`src/rtl/button_events_pkg.sv`:
```
// Shared types for button_events: event kinds, per-button FSM states and the queued event record.
package button_events_pkg;

    // Width of the button index carried in a queued event; covers up to 256 buttons.
    localparam int BTN_IDX_MAX_W = 8;

    typedef enum logic [1:0] {
        PRESS   = 2'd0,
        RELEASE = 2'd1,
        HOLD    = 2'd2,
        REPEAT  = 2'd3
    } evt_kind_t;

    typedef enum logic [1:0] {
        IDLE,
        PRESSED,
        HELD
    } btn_state_t;

    typedef struct packed {
        logic [BTN_IDX_MAX_W-1:0] btn;
        evt_kind_t                kind;
    } event_t;

    function automatic int cnt_width(input int a, input int b);
        return $clog2((a > b) ? a : b);
    endfunction

endpackage

```
`src/rtl/event_fifo.sv`:
```
// First-word-fall-through queue; pointers carry an extra wrap bit to tell full from empty.
module event_fifo #(
    parameter int DEPTH = 4,
    parameter int WIDTH = 8
) (
    input  logic             clk,
    input  logic             rst_n,
    input  logic             push,
    input  logic [WIDTH-1:0] w_data,
    output logic             full,
    input  logic             pop,
    output logic [WIDTH-1:0] r_data,
    output logic             empty
);
    localparam int AW = $clog2(DEPTH);

    logic [WIDTH-1:0] mem [DEPTH];
    logic [AW:0]      wr_ptr;
    logic [AW:0]      rd_ptr;
    logic             do_push;
    logic             do_pop;

    assign empty   = (wr_ptr == rd_ptr);
    assign full    = (wr_ptr[AW] != rd_ptr[AW]) && (wr_ptr[AW-1:0] == rd_ptr[AW-1:0]);
    assign do_pop  = pop & ~empty;
    // A pop on a full queue frees the slot the push lands in during the same cycle.
    assign do_push = push & (~full | do_pop);
    assign r_data  = mem[rd_ptr[AW-1:0]];

    always_ff @(posedge clk) begin
        if (do_push) begin
            mem[wr_ptr[AW-1:0]] <= w_data;
        end
    end

    always_ff @(posedge clk) begin
        if (!rst_n) begin
            wr_ptr <= '0;
            rd_ptr <= '0;
        end else begin
            if (do_push) wr_ptr <= wr_ptr + 1'b1;
            if (do_pop)  rd_ptr <= rd_ptr + 1'b1;
        end
    end

endmodule

```
`src/rtl/button_events.sv`:
```
// Turns debounced button levels into queued PRESS/RELEASE/HOLD events.
// Define BUTTON_EVENTS_REPEAT_EN to also emit REPEAT every REPEAT_CYCLES while a button stays held.
module button_events
    import button_events_pkg::*;
#(
    parameter int N_BTN         = 4,
    parameter int HOLD_CYCLES   = 25_000_000,
    parameter int REPEAT_CYCLES = 5_000_000,
    parameter int FIFO_DEPTH    = 4
) (
    input  logic                     clk,
    input  logic                     rst_n,
    input  logic [N_BTN-1:0]         btn_in,
    output logic                     evt_valid,
    input  logic                     evt_ready,
    output logic [$clog2(N_BTN)-1:0] evt_btn,
    output logic [1:0]               evt_kind,
    output logic                     overflow
);
    localparam int BTN_W = $clog2(N_BTN);
    localparam int CNT_W = cnt_width(HOLD_CYCLES, REPEAT_CYCLES);

    logic [N_BTN-1:0] slot_valid;
    evt_kind_t        slot_kind [N_BTN];
    logic [N_BTN-1:0] grant;
    logic [N_BTN-1:0] drop;
    event_t           push_evt;
    event_t           head;
    logic             head_unused;
    logic             fifo_full;
    logic             fifo_empty;
    logic             fifo_space;
    logic             push;
    logic             pop;

    for (genvar i = 0; i < N_BTN; i++) begin : g_btn
        btn_state_t     state;
        logic [CNT_W-1:0] cnt;
        logic           prev;
        logic           rise;
        logic           fall;
        logic           hold_hit;
        logic           fire;
        evt_kind_t      kind;
        logic           slot_v;
        evt_kind_t      slot_k;

        assign rise     = btn_in[i] & ~prev;
        assign fall     = ~btn_in[i] & prev;
        assign hold_hit = (cnt == CNT_W'(HOLD_CYCLES - 1));
`ifdef BUTTON_EVENTS_REPEAT_EN
        logic rep_hit;
        assign rep_hit = (cnt == CNT_W'(REPEAT_CYCLES - 1));
`endif

        // A fall always wins over a timer expiry on the same cycle.
        always_comb begin
            fire = 1'b0;
            kind = PRESS;
            case (state)
                IDLE: begin
                    if (rise) begin
                        fire = 1'b1;
                        kind = PRESS;
                    end
                end
                PRESSED: begin
                    if (fall) begin
                        fire = 1'b1;
                        kind = RELEASE;
                    end else if (hold_hit) begin
                        fire = 1'b1;
                        kind = HOLD;
                    end
                end
                HELD: begin
                    if (fall) begin
                        fire = 1'b1;
                        kind = RELEASE;
                    end
`ifdef BUTTON_EVENTS_REPEAT_EN
                    else if (rep_hit) begin
                        fire = 1'b1;
                        kind = REPEAT;
                    end
`endif
                end
                default: ;
            endcase
        end

        // A slot being drained by the arbiter this cycle counts as free for the new event.
        always_ff @(posedge clk) begin
            if (!rst_n) begin
                state  <= IDLE;
                cnt    <= '0;
                prev   <= 1'b0;
                slot_v <= 1'b0;
                slot_k <= PRESS;
            end else begin
                prev <= btn_in[i];
                case (state)
                    IDLE: begin
                        if (rise) begin
                            state <= PRESSED;
                            cnt   <= '0;
                        end
                    end
                    PRESSED: begin
                        if (fall) begin
                            state <= IDLE;
                        end else if (hold_hit) begin
                            state <= HELD;
                            cnt   <= '0;
                        end else begin
                            cnt <= cnt + CNT_W'(1);
                        end
                    end
                    HELD: begin
                        if (fall) begin
                            state <= IDLE;
                        end
`ifdef BUTTON_EVENTS_REPEAT_EN
                        else if (rep_hit) begin
                            cnt <= '0;
                        end else begin
                            cnt <= cnt + CNT_W'(1);
                        end
`endif
                    end
                    default: state <= IDLE;
                endcase
                if (fire && (!slot_v || grant[i])) begin
                    slot_v <= 1'b1;
                    slot_k <= kind;
                end else if (grant[i]) begin
                    slot_v <= 1'b0;
                end
            end
        end

        assign slot_valid[i] = slot_v;
        assign slot_kind[i]  = slot_k;
        assign drop[i]       = fire & slot_v & ~grant[i];
    end

    assign pop        = evt_valid & evt_ready;
    assign fifo_space = ~fifo_full | pop;

    // Fixed priority: the lowest-index occupied slot goes to the queue.
    always_comb begin
        grant    = '0;
        push_evt = '0;
        for (int i = N_BTN - 1; i >= 0; i--) begin
            if (slot_valid[i] && fifo_space) begin
                grant         = '0;
                grant[i]      = 1'b1;
                push_evt.btn  = BTN_IDX_MAX_W'(i);
                push_evt.kind = slot_kind[i];
            end
        end
    end

    assign push = |grant;

    event_fifo #(
        .DEPTH (FIFO_DEPTH),
        .WIDTH ($bits(event_t))
    ) u_fifo (
        .clk    (clk),
        .rst_n  (rst_n),
        .push   (push),
        .w_data (push_evt),
        .full   (fifo_full),
        .pop    (pop),
        .r_data (head),
        .empty  (fifo_empty)
    );

    always_ff @(posedge clk) begin
        if (!rst_n) begin
            overflow <= 1'b0;
        end else if (|drop) begin
            overflow <= 1'b1;
        end
    end

    assign evt_valid   = ~fifo_empty;
    assign evt_btn     = evt_valid ? head.btn[BTN_W-1:0] : '0;
    assign evt_kind    = evt_valid ? head.kind : 2'd0;
    assign head_unused = |head.btn;

endmodule

```
`config.mk`:
```
export PLATFORM = sky130hd
export DESIGN_NAME = button_events
export DESIGN_NICKNAME = d
export VERILOG_FILES = /design/src/rtl/button_events_pkg.sv /design/src/rtl/event_fifo.sv /design/src/rtl/button_events.sv
export SDC_FILE = /design/constraint.sdc
export NUM_CORES = 1
export LEC_CHECK = 0
export CORE_UTILIZATION = 68
export CTS_CLUSTER_SIZE = 16
export DETAILED_ROUTE_END_ITERATION = 10
export GPL_TIMING_DRIVEN = 1
export PLACE_DENSITY = 0.95
export REMOVE_ABC_BUFFERS = 1
export SETUP_SLACK_MARGIN = 0.4
export SYNTH_ARGS = -nofsm -noshare
export SYNTH_HDL_FRONTEND = slang
export SYNTH_HIERARCHICAL = 1
export SYNTH_SLANG_ARGS = --single-unit
```
`constraint.sdc`:
```
create_clock -name clk -period 5.7 [get_ports clk]
set_input_delay 1.71 -clock clk [delete_from_list [all_inputs] [get_ports clk]]
set_output_delay 1.71 -clock clk [all_outputs]
set_load 0.01 [all_outputs]
```
### Yosys cells after proc, flatten, opt, wreduce, memory -nomap -nowiden

Memory sizes are Yosys's and may differ from the RTL's. A register that Yosys moved wholly into a read port is not among the register bits.
Index checks and enable logic that the tools add are counted.
W data, S select, Z words.

* add/sub/neg operators: 6
* multipliers: 0
* divide/modulo/power cells: 0
* $lt $le $gt $ge: 0
* equality and inequality tests: 31
* shift-type cells: 0
* mux-type cells: 94
* bitwise operators: 35
* reductions and logical operators: 39

Operator list (count)
* $mux W25: 12
* $pmux W25 S2: 4
* $add A25 B1 Y25 const B: 4
* $eq A25 B25 Y1 const B: 4
* $mux W2: 28
* $mux W1: 30
* $mux W10: 3
* $ne A2 B2 Y1 const B: 12
* $pmux W2 S3: 4
* $reduce_and A3 Y1: 8
* $mux W4: 5
* $and A1 B1 Y1: 19
* $pmux W2 S2: 4
* $reduce_bool A2 Y1: 8
* $not A1 Y1: 14
* $ne A3 B3 Y1 const B: 4
* $pmux W1 S3: 4
* $logic_and A1 B1 Y1: 9
* $eq A2 B1 Y1 const B: 4
* $eq A2 B2 Y1 const B: 4
* $logic_not A2 Y1: 4
* $reduce_or A4 Y1: 2
* $add A3 B1 Y3 const B: 2
* $logic_not A1 Y1: 4
* 5 further kinds: 9

* register bits: 131
* bits in latches: 0
* memory bits (writable): 40
* bits in read-only memories: 0
* bits of input ports: 7
* logic and storage cells: 229
* memories: 1

Memories
* u_fifo.mem: words 4, width 10, rd ports 1, clocked after memory_dff 1, wr ports 1, RTL line event_fifo.sv:17 `logic [WIDTH-1:0] mem [DEPTH];`

### Longest topological paths before layout

Gate-level depths: netlist of the first run.

* depth after elaboration: 13
* depth in mapped cells: 10
* mapped depth without buffers: 9

### By module

The synthesis of the first run kept the hierarchy.

By module, submodules not included
* button_events: instances 1, cells each 873, area an instance 7066.8 um^2
* event_fifo: instances 1, cells each 106, area an instance 1956.9 um^2

### Worst setup path after synthesis of the first run

Ideal clock, no wire load.

* path type: input -> register
* start point: in evt_ready
* end point: mem u_fifo/mem[0][0] (netlist bit), enable pin
* arrival: 2.976 ns
* data required time: 5.357 ns
* slack: 2.381 ns
* stages: 7
* path through: nor2b_1 -> nor2b_1 -> clkbuf_1 -> a21oi_1 -> inv_1 -> a41oi_2 -> and2_1

* word-level cells in the longest chain between the ends: 11

RTL lines
* from (decl): RTL line button_events.sv:15 `input logic evt_ready,`
* $and A1 B1 Y1 (*): RTL line button_events.sv:147 `assign pop = evt_valid & evt_ready;`
* $or A1 B1 Y1 (*): RTL line button_events.sv:148 `assign fifo_space = ~fifo_full | pop;`
* $logic_and A1 B1 Y1: RTL line button_events.sv:155 `if (slot_valid[i] && fifo_space) begin`
* $mux W4 (3 in series): RTL line button_events.sv:155
* $mux W4 (*): RTL line button_events.sv:155
* $reduce_or A4 Y1 (*): RTL line button_events.sv:164 `assign push = |grant;`
* net push: RTL line button_events.sv:33 `logic push;`
* $and A1 B1 Y1 (*): RTL line event_fifo.sv:27 `assign do_push = push & (~full | do_pop);`
* $mux W1 (*): RTL line event_fifo.sv:31 `if (do_push) begin`
* $mux W1 (not written as such) (*): RTL line event_fifo.sv:32 `mem[wr_ptr[AW-1:0]] <= w_data;`
* to (decl): RTL line event_fifo.sv:17

The timed path passes the listed nets; every way through them passes the cells marked *.

### Final worst setup path of the first run

* start point: reg u_fifo.wr_ptr[1]
* end point: out evt_btn[1]

* word-level cells in the longest chain between the ends: 2

RTL lines
* from (decl): RTL line event_fifo.sv:18 `logic [AW:0] wr_ptr;`
* from (signal assigned): RTL line event_fifo.sv:41 `if (do_push) wr_ptr <= wr_ptr + 1'b1;`
* $eq A3 B3 Y1: RTL line event_fifo.sv:23 `assign empty = (wr_ptr == rd_ptr);`
* net fifo_empty: RTL line button_events.sv:31 `logic fifo_empty;`
* $mux W2: RTL line button_events.sv:189 `assign evt_btn = evt_valid ? head.btn[BTN_W-1:0] : '0;`
* to (decl): RTL line button_events.sv:16 `output logic [$clog2(N_BTN)-1:0] evt_btn,`

The timed path passes the listed nets, and every way through them passes these cells.

==> impl_summary.txt, run 1 <==
----------------------------------------------------
[Status]
  Outcome ... complete, but fails checks
  Violations in the final reports ... design-rule violations

[Floorplan]
  Core area ... 0.0116 sq mm
  Effective utilization at floorplan ... 0.706
  Vertical die dimension ... 112 microns
  Count of standard-cell rows ... 39
  Die width ... 112 microns
  I/O Pins ... 13
  Die area ... approximately 0.012 sq mm

[Layout]
  Fraction of layout cells with a size suffix above 1 ... 0.0725
  Finished Core Util ... 0.778
  Antenna diode instance count ... 0
  Total Nets Final ... 985
  Area grow syn2layout ... 10.2%
  Final design area excluding fillers ... 0.00900 sq mm

[Timing]
  Post-route setup slack ... 1.75 ns
  Share of the cycle needed by the critical path after routing ... 0.693
  Pins Over Slew Limit ... 0
  Sum Neg Setup Slack ... 0 ns
  Worst slew margin ... 0.349
  Final clock skew ... 0.00873 ns
  Max Clk Rate ... 253 MHz
  Total of endpoints with negative setup slack in the final report ... 0
  Actual slew at the worst max-slew pin ... 0.977 ns
  Setup repair after global routing missed its margin ... false
  Clock period minus worst slack ... approximately 3.9 ns
  Final-report hold violation count ... 0

[Placed design]
  Post-DP HPWL ... 11.9 mm
  Minimum setup slack after placement ... between 1.5 and 2 ns
  Port Buffer Count ... 12
  Placer Congestion ... 0.887
  DP Area ... 0.00839 sq mm

[Route]
  Detailed-route vias per instance ... 6.69
  Final WL ... roughly 19 mm
  Antenna violation net count after detailed routing ... 0
  Count of vias placed by the detailed router ... 7417
  Wire length per cell ... 16.9 microns
  Number of optimization iterations in the first detailed-route pass ... 9
  # DRC ... 2
  Detailed router's first-iteration violation count ... 756

[Worst setup path]
  Startpoint of the lowest-slack register-to-register path ... u_fifo/wr_ptr[1]$_SDFFE_PN0P_
  Crit Reg-Reg Endpoint ... overflow$_SDFFE_PN0P_
  Arrival time at the worst endpoint ... 2.24 ns
  Reg-to-reg setup timing slack ... 2.72 ns
  Worst reg-to-reg path cell count ... 8
  Startpoint type of the worst setup path ... register
  Crit path required time ... 3.99 ns
  CP peak stage delay ... 0.49 ns
  Series of cell instances along the critical path ... xnor2_2 > nand2_1 > nor2_1 > nor2b_1 > clkdlybuf4s50_1
  Crit-path max FO ... 6
  Slowest library cell on the worst path ... sky130_fd_sc_hd__clkdlybuf4s50_1
  Critical Path Sink Type ... primary output
  Critical setup path kind ... reg -> out

[Power and ir drop]
  Proportion of total power due to net switching ... 0.297
  Worst voltage drop across the vdd grid ... roughly 0.22 mV
  Power density over cell area ... roughly 340 mW/mm^2
  Part of the power in the clock network ... 0.384
  Switching pwr ... ~0.90 mW
  Leakage power ... 2.95 nW
  Register share of total power ... 0.396
  Share of total power in combinational logic ... 0.220
  Total internal power ... 2.13 mW

[Clocking]
  Root buffer selected by CTS ... sky130_fd_sc_hd__clkbuf_16
  Clock buffer count from CTS ... 17
  Post-CTS Setup Bufs ... 0
  TritonCTS clock tree ... built
  Number of buffers added to fix hold violations after cts ... 0
  Number of sinks on the clock net ... ~150
  CTS resizes ... 0
  CTS H-Tree Depth ... 4
  Number of buffers on the longest clock path ... 2
  Clock insertion delay at the later pin of the skew report ... 0.43 ns
  Clock-pin slew on the worst setup and hold paths ... 0.06 ns

[Global route]
  Number of antenna violations at the first check in global routing ... 0
  First-pass GRT wire length ... 31.5 mm
  Final global-route overflow total ... 0
  Largest net degree at the start of global routing ... 43
  Vias in the first global route ... 6817
  Global routing usage summed across all routing layers ... 0.306

[Hold path]
  Startpoint of the tightest hold check path ... g_btn[3].slot_k[1]$_SDFFE_PN0P_
  Endpoint of the worst hold path ... g_btn[3].slot_k[1]$_SDFFE_PN0P_
  Worst hold path type ... reg -> reg
  Min-Delay Path Depth ... 2

[Synthesis]
  Mean Syn Cell Area ... 8.61 sq um
  Netlist Area Pre-Place ... 0.00816 sq mm
  Gate Count Post-Synth ... 948
  Total of warnings raised by yosys ... 6

[Run]
  Number of max-cap violations ... 0

----------------------------------------------------
## state kept, by name (all words and copies together), names as in the netlist, named ones only
| signal | flops |
|---|---|
| g_btn.prev | 4 |
| g_btn.slot_v | 4 |
| g_btn.slot_k | 8 |
| u_fifo/wr_ptr | 3 |
| g_btn.cnt | 100 |
| overflow | 1 |
| u_fifo/mem | 16 |
| u_fifo/rd_ptr | 3 |
| g_btn.state | 8 |
## critical path, delay by kind of cell (launching register included)
| kind | cells | cell delay, ns |
|---|---|---|
| xor gates and xnor gates | 1 | 0.33 |
| buffers and inverters | 1 | 0.49 |
| DFF | 1 | 0.38 |
| and+or+nand+nor | 3 | 0.62 |
## final cells by class
cell class	count	area, sq um
clock buffers	21	450
clock inverters	11	156
fillers	750	2570
inverters	33	124
multi-input cells	731	4760
flip-flops and latches	149	3140
well taps	143	179
repair buffers	21	188
## worst max-delay path by stage
stage                                        from                            end  slack, ns  cells after the start
floorplan                               btn_in[0]  g_btn[0].cnt[10]$_SDFFE_PN0P_       1.89                      4
global placement                            rst_n  g_btn[1].cnt[20]$_SDFFE_PN0P_       1.81                      6
detailed placement                          rst_n  g_btn[1].cnt[23]$_SDFFE_PN0P_       1.72                      6
CTS                 u_fifo/wr_ptr[1]$_SDFFE_PN0P_                     evt_btn[1]       1.74                      5
global route        u_fifo/wr_ptr[1]$_SDFFE_PN0P_                     evt_btn[1]       1.66                      5
finish              u_fifo/wr_ptr[1]$_SDFFE_PN0P_                     evt_btn[1]       1.75                      5
## power by group through the flow
| stage | registers (mW) | logic (mW) | clock network, mW |
|---|---|---|---|
| 6_report | 1.20 | 0.667 | 1.16 |
| 5_1_grt | 1.21 | 0.730 | 1.22 |
| 4_1_cts | 1.20 | 0.656 | 1.16 |
| 3_5_place_dp | 1.22 | 0.646 | 0 |
| 3_3_place_gp | 1.21 | 0.622 | 0 |
| 2_1_floorplan | 1.20 | 0.453 | 0 |
## cells in the final DEF (no fill, tap or decap), types with 25 or more instances in the layout
master,instances
sky130_fd_sc_hd__xnor2_1,36
sky130_fd_sc_hd__nor3_1,26
sky130_fd_sc_hd__a21oi_1,53
sky130_fd_sc_hd__nand4_1,38
sky130_fd_sc_hd__o21ai_0,30
sky130_fd_sc_hd__nand2_1,66
sky130_fd_sc_hd__nor2_1,110
sky130_fd_sc_hd__dfxtp_1,133
sky130_fd_sc_hd__ha_1,25
sky130_fd_sc_hd__nand3_1,49
sky130_fd_sc_hd__inv_1,33
## per-stage QoR
step / hold slack, ns / total power, mW / cells
after CTS: 0.467 / 3.02 / 1109
final: 0.465 / 3.03 / 1109
after floorplan: 0.430 / 1.66 / 913
after detailed placement: 0.459 / 1.87 / 1077
after global routing: 0.480 / 3.16 / 1109
after global placement: 0.450 / 1.84 / 1077
## routing by layer
layer,track usage,vias to the layer above,wire length [microns]
li1,-,3528,-
met2,0.524,361,9040
met1,0.380,3459,7950
met5,0,-,0
met3,0.0675,69,1380
met4,0.113,0,405
Power figures use the tool's default switching activity.
==> inputs of run 2 (changes only) <==
Settings changed: CORE_UTILIZATION 68 to 64, PLACE_DENSITY 0.95 to 0.92.
Clock period 5.7 ns to 4.15 ns, I/O delays scaled along.
==> impl_summary.txt, run 2 (same netlist as run 1, synthesis figures left out) <==
----------------------------------------------------
[Power and ir drop]
  Leakage power ... 2.97 nW
  Worst voltage drop across the vdd grid ... ~0.57 mV
  Post-layout power ... between 4 and 5 mW
  Power density over cell area ... 466 mW/mm^2

[Global route]
  Number of antenna violations at the first check in global routing ... 0
  Vias in the first global route ... 6687
  First-pass GRT wire length ... 30.0 mm
  Global routing usage summed across all routing layers ... 0.283
  Final global-route overflow total ... 0
  Largest net degree at the start of global routing ... 38

[Layout]
  Final design area excluding fillers ... around 0.0091 sq mm
  Register with the most flip-flops ... g_btn.cnt
  Most common cell after layout, fill and taps aside ... sky130_fd_sc_hd__dfxtp_1
  Fraction of layout cells with a size suffix above 1 ... 0.0764
  Total Nets Final ... 987
  Finished Core Util ... 0.744
  Max FFs per register ... 100
  Antenna diode instance count ... 0
  Top library cells by usage in the layout, fill and taps aside ... 133 x sky130_fd_sc_hd__dfxtp_1, 110 x sky130_fd_sc_hd__nor2_1, 66 x sky130_fd_sc_hd__nand2_1
  Fillers ... 891
  Area grow syn2layout ... 11.3%

[Clocking]
  Number of buffers added to fix hold violations after cts ... 0
  Clock insertion delay at the later pin of the skew report ... 0.43 ns
  Number of buffers on the longest clock path ... 2
  CTS resizes ... 0
  TritonCTS clock tree ... built
  CTS H-Tree Depth ... 4
  Number of sinks on the clock net ... 149
  Clock-pin slew on the worst setup and hold paths ... 0.06 ns
  Clock buffer count from CTS ... 17
  Root buffer selected by CTS ... sky130_fd_sc_hd__clkbuf_16
  Post-CTS Setup Bufs ... 0

[Worst setup path]
  Startpoint type of the worst setup path ... register
  Crit path required time ... 2.90 ns
  Series of cell instances along the critical path ... xnor2_2 > nand2_1 > nor2_1 > nor2b_1 > clkdlybuf4s50_1
  Critical Path Sink Type ... primary output
  CP peak stage delay ... 0.48 ns
  Slowest library cell on the worst path ... sky130_fd_sc_hd__clkdlybuf4s50_1
  Reg-to-reg setup timing slack ... between 1 and 1.5 ns
  Gate family responsible for the most delay along the worst path ... simple AND/OR/NAND/NOR gates
  Buffers and inverters on the worst path ... 1
  Crit-path max FO ... 6
  Arrival time at the worst endpoint ... ~2.2 ns
  Critical setup path kind ... reg -> out

[Timing]
  Sum Neg Setup Slack ... 0 ns
  Max Clk Rate ... around 290 MHz
  Worst slew margin ... 0.145
  Clock period minus worst slack ... 3.47 ns
  Final-report hold violation count ... 0
  Share of the cycle needed by the critical path after routing ... 0.837
  Setup repair after global routing missed its margin ... false
  Final clock skew ... 0.00945 ns
  Total of endpoints with negative setup slack in the final report ... 0
  Pins Over Slew Limit ... 0
  Actual slew at the worst max-slew pin ... 1.27 ns

[Route]
  Number of optimization iterations in the first detailed-route pass ... 6
  Count of vias placed by the detailed router ... 7200
  Detailed router's first-iteration violation count ... 596
  Final WL ... 18.0 mm
  Antenna violation net count after detailed routing ... 0
  Wire length per cell ... 15.9 microns
  # DRC ... 0
  Detailed-route vias per instance ... 6.34

[Floorplan]
  Vertical die dimension ... approximately 110 microns
  Core area ... 0.0122 sq mm
  Die width ... 115 microns
  I/O Pins ... 13
  Count of standard-cell rows ... 40
  Die area ... 0.0132 sq mm
  Effective utilization at floorplan ... 0.669

[Placed design]
  Placer Congestion ... ~0.9
  Post-DP HPWL ... roughly 12 mm
  Port Buffer Count ... 12
  DP Area ... 0.00844 sq mm

[Status]
  Outcome ... complete, no violations

[Hold path]
  Worst hold path type ... reg -> reg

[Run]
  Number of max-cap violations ... 0

----------------------------------------------------
## run 2: area by class of cell
type	instances	area, sq um	area share
Clock inverter	12	203	0.0223
Multi-Input combinational cell	731	4760	0.524
Tap cell	168	210	0.0231
Clock buffer	20	447	0.0492
Timing Repair Buffer	23	203	0.0223
Inverter	33	124	0.0136
Sequential cell	149	3140	0.346
## run 2: power breakdown
group	switching (mW)	leakage, nW	total, mW	internal, mW
sequential	0.0904	1.22	1.65	1.56
combinational	0.545	1.44	0.898	0.353
clock	0.607	0.311	1.69	1.08
## run 2: metrics by stage
stage          hold WS (ns)  instances  setup slack (ns)
6_report              0.467       1136             0.675
5_1_grt               0.490       1136             0.528
3_3_place_gp          0.450       1104             0.836
3_5_place_dp          0.461       1104             0.731
4_1_cts               0.468       1136             0.638
2_1_floorplan         0.430        913             0.806
## run 2: worst reg2reg max path: stages, from the launching register on
cell                      delay, ns
sky130_fd_sc_hd__dfxtp_1       0.38
sky130_fd_sc_hd__xnor2_2       0.35
sky130_fd_sc_hd__nand2_1       0.18
sky130_fd_sc_hd__nor2_1        0.33
sky130_fd_sc_hd__nor2b_1       0.14
sky130_fd_sc_hd__nor2b_1       0.67
sky130_fd_sc_hd__a21oi_1       0.14
sky130_fd_sc_hd__inv_1         0.12
sky130_fd_sc_hd__a41oi_2       0.07
sky130_fd_sc_hd__and2_1        0.29
## run 2: final timing paths
path | end | cells after the start | from
max | evt_btn[1] | 5 | u_fifo/wr_ptr[1]$_SDFFE_PN0P_
min | g_btn[1].slot_k[1]$_SDFFE_PN0P_ | 2 | g_btn[1].slot_k[1]$_SDFFE_PN0P_
max reg2reg | u_fifo/mem[1][2]$_DFFE_PP_ | 9 | u_fifo/wr_ptr[1]$_SDFFE_PN0P_
min reg2reg | g_btn[1].slot_k[1]$_SDFFE_PN0P_ | 2 | g_btn[1].slot_k[1]$_SDFFE_PN0P_
## run 2: metal layers
metal	GRT usage	vias up	wire, microns
met1	0.342	3365	7870
met3	0.0622	40	1080
met2	0.484	271	8750
met5	0	-	0
li1	-	3524	-
met4	0.124	0	338
